[config.mk]
export PLATFORM = sky130hd
export DESIGN_NAME = mips_bus_arbiter
export DESIGN_NICKNAME = d
export VERILOG_FILES = /design/src/rtl/mips_bus_arbiter.sv
export SDC_FILE = /design/constraint.sdc
export NUM_CORES = 1
export LEC_CHECK = 0
export ABC_CLOCK_PERIOD_IN_PS = 2300
export BUFFER_PORTS_ARGS = -buffer_cell sky130_fd_sc_hd__buf_2
export CORE_MARGIN = 2
export CORE_UTILIZATION = 48
export CTS_BUF_LIST = sky130_fd_sc_hd__clkbuf_4
export DETAILED_ROUTE_END_ITERATION = 6
export GPL_ROUTABILITY_DRIVEN = 0
export GPL_TIMING_DRIVEN = 0
export PLACE_DENSITY_LB_ADDON = 0.12
export SLEW_MARGIN = 25
export SYNTH_ARGS = -nofsm -noshare
export SYNTH_HDL_FRONTEND = slang
export SYNTH_SLANG_ARGS = --single-unit
[constraint.sdc]
create_clock -name clk -period 2.3 [get_ports clk]
set_input_delay 0.46 -clock clk [delete_from_list [all_inputs] [get_ports clk]]
set_output_delay 0.46 -clock clk [all_outputs]
set_load 0.05 [all_outputs]
[src/rtl/mips_bus_arbiter.sv]
// ============================================================================
// Module   : mips_bus_arbiter
// Purpose  : Arbitrates instruction reads, data reads and write-buffer drains
//            onto a single Avalon-MM master port, with write-starvation guard.
// Revision : 1.0 - initial release
// ============================================================================
`default_nettype none

module mips_bus_arbiter #(
  parameter int STARVE_LIMIT = 4
) (
  input  logic        clk,
  input  logic        rst,
  // instruction side
  input  logic        i_read,
  input  logic [31:0] i_address,
  output logic [31:0] i_readdata,
  output logic        i_valid,
  // data side
  input  logic        d_read,
  input  logic [31:0] d_address,
  output logic [31:0] d_readdata,
  output logic        d_valid,
  // write buffer head
  input  logic        wb_req,
  input  logic        wb_conflict,
  input  logic [31:0] wb_address,
  input  logic [31:0] wb_writedata,
  input  logic [3:0]  wb_byteenable,
  output logic        wb_pop,
  // Avalon-MM master
  output logic [31:0] mem_address,
  output logic [31:0] mem_writedata,
  output logic [3:0]  mem_byteenable,
  output logic        mem_read,
  output logic        mem_write,
  input  logic        waitrequest,
  input  logic [31:0] mem_readdata,
  output logic        busy
);

  localparam int CNT_W = $clog2(STARVE_LIMIT + 1);
  localparam logic [CNT_W-1:0] CNT_MAX = CNT_W'(STARVE_LIMIT);

  typedef enum logic [1:0] {
    IDLE     = 2'd0,
    INSTR_RD = 2'd1,
    DATA_RD  = 2'd2,
    WB_WR    = 2'd3
  } state_t;

  state_t           state;
  state_t           state_next;
  logic [CNT_W-1:0] starve_cnt;
  logic             grant_i;
  logic             grant_d;
  logic             grant_w;
  logic             done;
  logic [31:0]      addr_q;
  logic [31:0]      wdata_q;
  logic [3:0]       be_q;

  // Only IDLE grants; every granted state returns to IDLE on completion.
  always_comb begin
    state_next = state;
    grant_i    = 1'b0;
    grant_d    = 1'b0;
    grant_w    = 1'b0;
    case (state)
      IDLE: begin
        if (wb_req && (wb_conflict || starve_cnt == CNT_MAX)) begin
          grant_w    = 1'b1;
          state_next = WB_WR;
        end else if (i_read) begin
          grant_i    = 1'b1;
          state_next = INSTR_RD;
        end else if (d_read) begin
          grant_d    = 1'b1;
          state_next = DATA_RD;
        end else if (wb_req) begin
          grant_w    = 1'b1;
          state_next = WB_WR;
        end
      end
      INSTR_RD, DATA_RD, WB_WR: begin
        if (!waitrequest) state_next = IDLE;
      end
      default: state_next = IDLE;
    endcase
  end

  assign done = (state != IDLE) && !waitrequest;

  always_ff @(posedge clk or negedge rst) begin
    if (!rst) begin
      state <= IDLE;
    end else begin
      state <= state_next;
    end
  end

  // Write-starvation counter: saturates, cleared by a write grant or an empty buffer.
  always_ff @(posedge clk or negedge rst) begin
    if (!rst) begin
      starve_cnt <= '0;
    end else if (state == IDLE) begin
      if (!wb_req || grant_w) begin
        starve_cnt <= '0;
      end else if ((grant_i || grant_d) && starve_cnt != CNT_MAX) begin
        starve_cnt <= starve_cnt + CNT_W'(1);
      end
    end
  end

  always_ff @(posedge clk or negedge rst) begin
    if (!rst) begin
      addr_q  <= '0;
      wdata_q <= '0;
      be_q    <= '0;
    end else if (grant_i) begin
      addr_q  <= i_address;
      wdata_q <= '0;
      be_q    <= 4'hF;
    end else if (grant_d) begin
      addr_q  <= d_address;
      wdata_q <= '0;
      be_q    <= 4'hF;
    end else if (grant_w) begin
      addr_q  <= wb_address;
      wdata_q <= wb_writedata;
      be_q    <= wb_byteenable;
    end
  end

  always_ff @(posedge clk or negedge rst) begin
    if (!rst) begin
      i_readdata <= '0;
      d_readdata <= '0;
      i_valid    <= 1'b0;
      d_valid    <= 1'b0;
    end else begin
      i_valid <= done && (state == INSTR_RD);
      d_valid <= done && (state == DATA_RD);
      if (done && state == INSTR_RD) i_readdata <= mem_readdata;
      if (done && state == DATA_RD)  d_readdata <= mem_readdata;
    end
  end

  // Commands decode from the state register so an async reset drops them at once.
  assign mem_read       = (state == INSTR_RD) || (state == DATA_RD);
  assign mem_write      = (state == WB_WR);
  assign wb_pop         = (state == WB_WR) && !waitrequest;
  assign busy           = (state != IDLE);
  assign mem_address    = addr_q;
  assign mem_writedata  = wdata_q;
  assign mem_byteenable = be_q;

endmodule

`default_nettype wire

==> results.py <==
metrics = {
    "place": {
        "io_buffers": 307,
        "hpwlAfterDp_mm": 14.27,
        "pre_cts_ws_ns": 0.2511,
    },
    "detailed_routing": {
        "dr.pass1.iters": 5,
        "wl_per_cell_um": 18.65,
        "avgViaCountPerCell": 5.536,
        "postRouteAntennaNets": 0,
        "drtIter0Drc": 372,
        "drc": 0,
        "vias": 5569,
        "drt-total-wl_mm": 18.76,
    },
    "synth": {
        "synth_top_area_frac": 0.5474,
        "synthCells": 491,
        "seq_area_frac_synth": 0.5474,
        "ys_top_cells_by_area": "dfrtp_1 (55%), mux2_2 (12%), a211oi_1 (7.6%), a22o_1 (4.4%), buf_6 (4.1%)",
        "ys_types": 35,
        "synth_top_cell_by_area": "dfrtp_1",
        "avgSynthCellArea_sq_um": 12.94,
        "ys_warn_count": 0,
        "syn-num-nets": 668,
        "ys_seq_elements": 139,
        "syn-cell-area_sq_um": 6355,
    },
    "sta": {
        "fin_crit_ns": 2.103,
        "fin_skew_ns": 0.01888,
        "finalCritPeriodShare": 0.9144,
        "drv_slew": 0,
        "setup_violations": 0,
        "hold_violations": 0,
        "holdWs_ns": 0.1379,
        "fin_ws_ns": 0.1968,
        "slew_headroom": 0.5770,
        "worst_pin_slew_ns": 0.6345,
        "rsz0062_at_grt": "false",
        "fmax_mhz": 475.5,
    },
    "clock_network": {
        "cts_setup_buffers": 0,
        "root_buffer": "clkbuf_4",
        "insertion_delay_ns": 0.53,
        "cts_tree": "done",
        "clockBufferDepth": 2,
        "htree_levels": 4,
        "cts_buffers": 17,
        "clkTransAtPathRegs_ns": 0.11,
        "cts.sink_count": 139,
    },
    "critical_path": {
        "worst_setup_path_start_kind": "register",
        "cp_max_fo": 15,
        "arrival_ns": 1.64,
        "critPathRequiredTime_ns": 1.84,
        "critPathCaptureType": "output pin",
        "crit_type": "register to output pin",
        "cpMaxStageDelayCell": "dfrtp_1",
        "critical_path.top_delay_family": "flip-flops",
        "crit_path_cell_trace": "inv_1 -> ha_2 -> inv_4 -> buf_4",
        "path_buf_inv": 3,
        "slowest_delay_ns": 0.43,
    },
    "die": {
        "start_util": 0.4857,
        "core_sq_um": 13090,
        "die_area_sq_um": 14180,
        "die_w_um": 119.1,
        "rows": 42,
        "dieHeight_um": 119.1,
        "num_io_pins": 309,
    },
    "cells_and_area": {
        "seqCellArea_sq_um": 3478,
        "fill_cells": 1081,
        "diodes": 0,
        "nNetsFinal": 995,
        "utilization": 0.6477,
        "synthToLayoutAreaGrowth_pct": 33.37,
        "drive_above_1_share": 0.5482,
        "multi_input_area_sq_um": 2449,
    },
    "pwr": {
        "p_leak_nw": 3.970,
        "p_total_w": 0.01466,
        "p_per_area_nw_per_um2": 1730,
        "max-vdd-ir-drop_mv": 1.127,
    },
    "global_routing": {
        "grt_util_all_layers": 0.2656,
        "grt_pass1_vias": 5599,
        "antenna_found_initial": 0,
        "grt_max_degree": 86,
        "grt_pass1_wl_mm": 29.11,
        "overflow": 0,
    },
    "flow_run": {
        "drv_cap": 0,
    },
    "status": {
        "status": "complete, no violations",
    },
    "hold_path": {
        "hold_path_class": "primary input to register",
    },
}
[sequential cells by signal (all words and copies together) (netlist names), 2 cells and up]
signal and flops:
state 2, mem_byteenable 4, starve_cnt 3, mem_address 32, mem_writedata 32, d_readdata 32
i_readdata 32
[cells by family after synthesis]
| group | Yosys count | synth area share |
|---|---|---|
| and+or+nand+nor | 75 | 0.06340 |
| AOI/OAI and AO/OA | 148 | 0.1930 |
| adders and majority gates | 6 | 0.01181 |
| DFF | 139 | 0.5474 |
| buffers and inverters | 57 | 0.06773 |
| muxes | 66 | 0.1168 |
[cells in the final DEF (no fill, tap or decap), types with 5 or more instances in the layout]
master     instances
buf_2            318
dfrtp_1          139
mux2_2            65
a211oi_1          64
a22o_1            32
nor2_1            32
nor4_1            32
a2111oi_0         26
buf_6             23
clkbuf_4          19
buf_4              8
clkbuf_1           7
a2111oi_1          6
inv_1              5
ha_1               5
[power breakdown]
group	total (W)	leakage (nW)	internal, W	switching, W
clock	0.00173	0.158	0.000875	0.000858
combinational	0.00867	2.14	0.00237	0.00630
sequential	0.00426	1.67	0.00364	0.000619
[through the flow]
step	std cells	setup TNS [ns]	cell area (sq um)
6_report	1006	0	8476
5_1_grt	1006	0	8476
4_1_cts	1006	0	8473
3_5_place_dp	975	0	8149
3_3_place_gp	974	-150.01	8112
2_1_floorplan	491	0	6355
[synth_stat cells]
library cell,number
nand2_1,2
a21o_1,1
a2111oi_0,26
buf_2,14
dfrtp_1,139
buf_6,23
o31a_1,1
a21o_4,1
o2bb2ai_1,1
mux2i_1,1
nand3b_1,1
mux2_2,65
nor4_1,32
inv_1,6
nor3b_2,2
o31ai_2,1
or2_1,1
a2111oi_1,6
nor2_1,32
clkbuf_1,7
o22a_1,4
o21ai_0,4
nor2b_1,1
nand2_4,1
a21oi_1,3
buf_4,7
nand3_1,1
a211oi_1,64
nor3_1,1
o22ai_1,1
o21ai_4,1
nand2b_2,1
a22o_1,32
a21oi_4,2
ha_1,6
[path summary, 6_finish.rpt]
check                                              from                            end  slack [ns]  cells after the start
max                                state[1]$_DFFE_PN0P_                           busy        0.20                      4
min                                    wb_writedata[10]  mem_writedata[10]$_DFFE_PN0P_        0.14                      2
max reg2reg                        state[1]$_DFFE_PN0P_      i_readdata[8]$_DFFE_PN0P_        0.32                      5
min reg2reg                mem_writedata[4]$_DFFE_PN0P_   mem_writedata[4]$_DFFE_PN0P_        0.51                      1
max in group asynchronous                           rst     mem_address[2]$_DFFE_PN0P_        1.06                      3
min in group asynchronous                           rst     i_readdata[21]$_DFFE_PN0P_        0.51                      2
[layout make-up]
| cell class | count | area share |
|---|---|---|
| inverter | 6 | 0.002952 |
| sequential | 139 | 0.4104 |
| timing repair buffer | 309 | 0.1872 |
| multi-input combinational | 295 | 0.2889 |
| clock inverter | 12 | 0.02022 |
| clock buffer | 19 | 0.01683 |
| buffer | 50 | 0.04753 |
| tap | 176 | 0.02598 |
[layer usage]
metal / up-vias / wire [um] / global-route usage
met1: 2691 / 7208 / 0.3100
met3: 42 / 1476 / 0.08094
met5: - / 0 / 0
met2: 269 / 9605 / 0.4587
met4: 0 / 469 / 0.1019
li1: 2567 / - / -
[timing repair]
| item | in CTS | in global routing |
|---|---|---|
| resized for setup | 3 | 1 |
| hold buffers | 1 | 0 |
| setup endpoints to repair | 1 | 1 |
| cloned | 0 | 0 |
| hold endpoints to repair | 84 | 0 |
(Power assumes the default switching activity.)
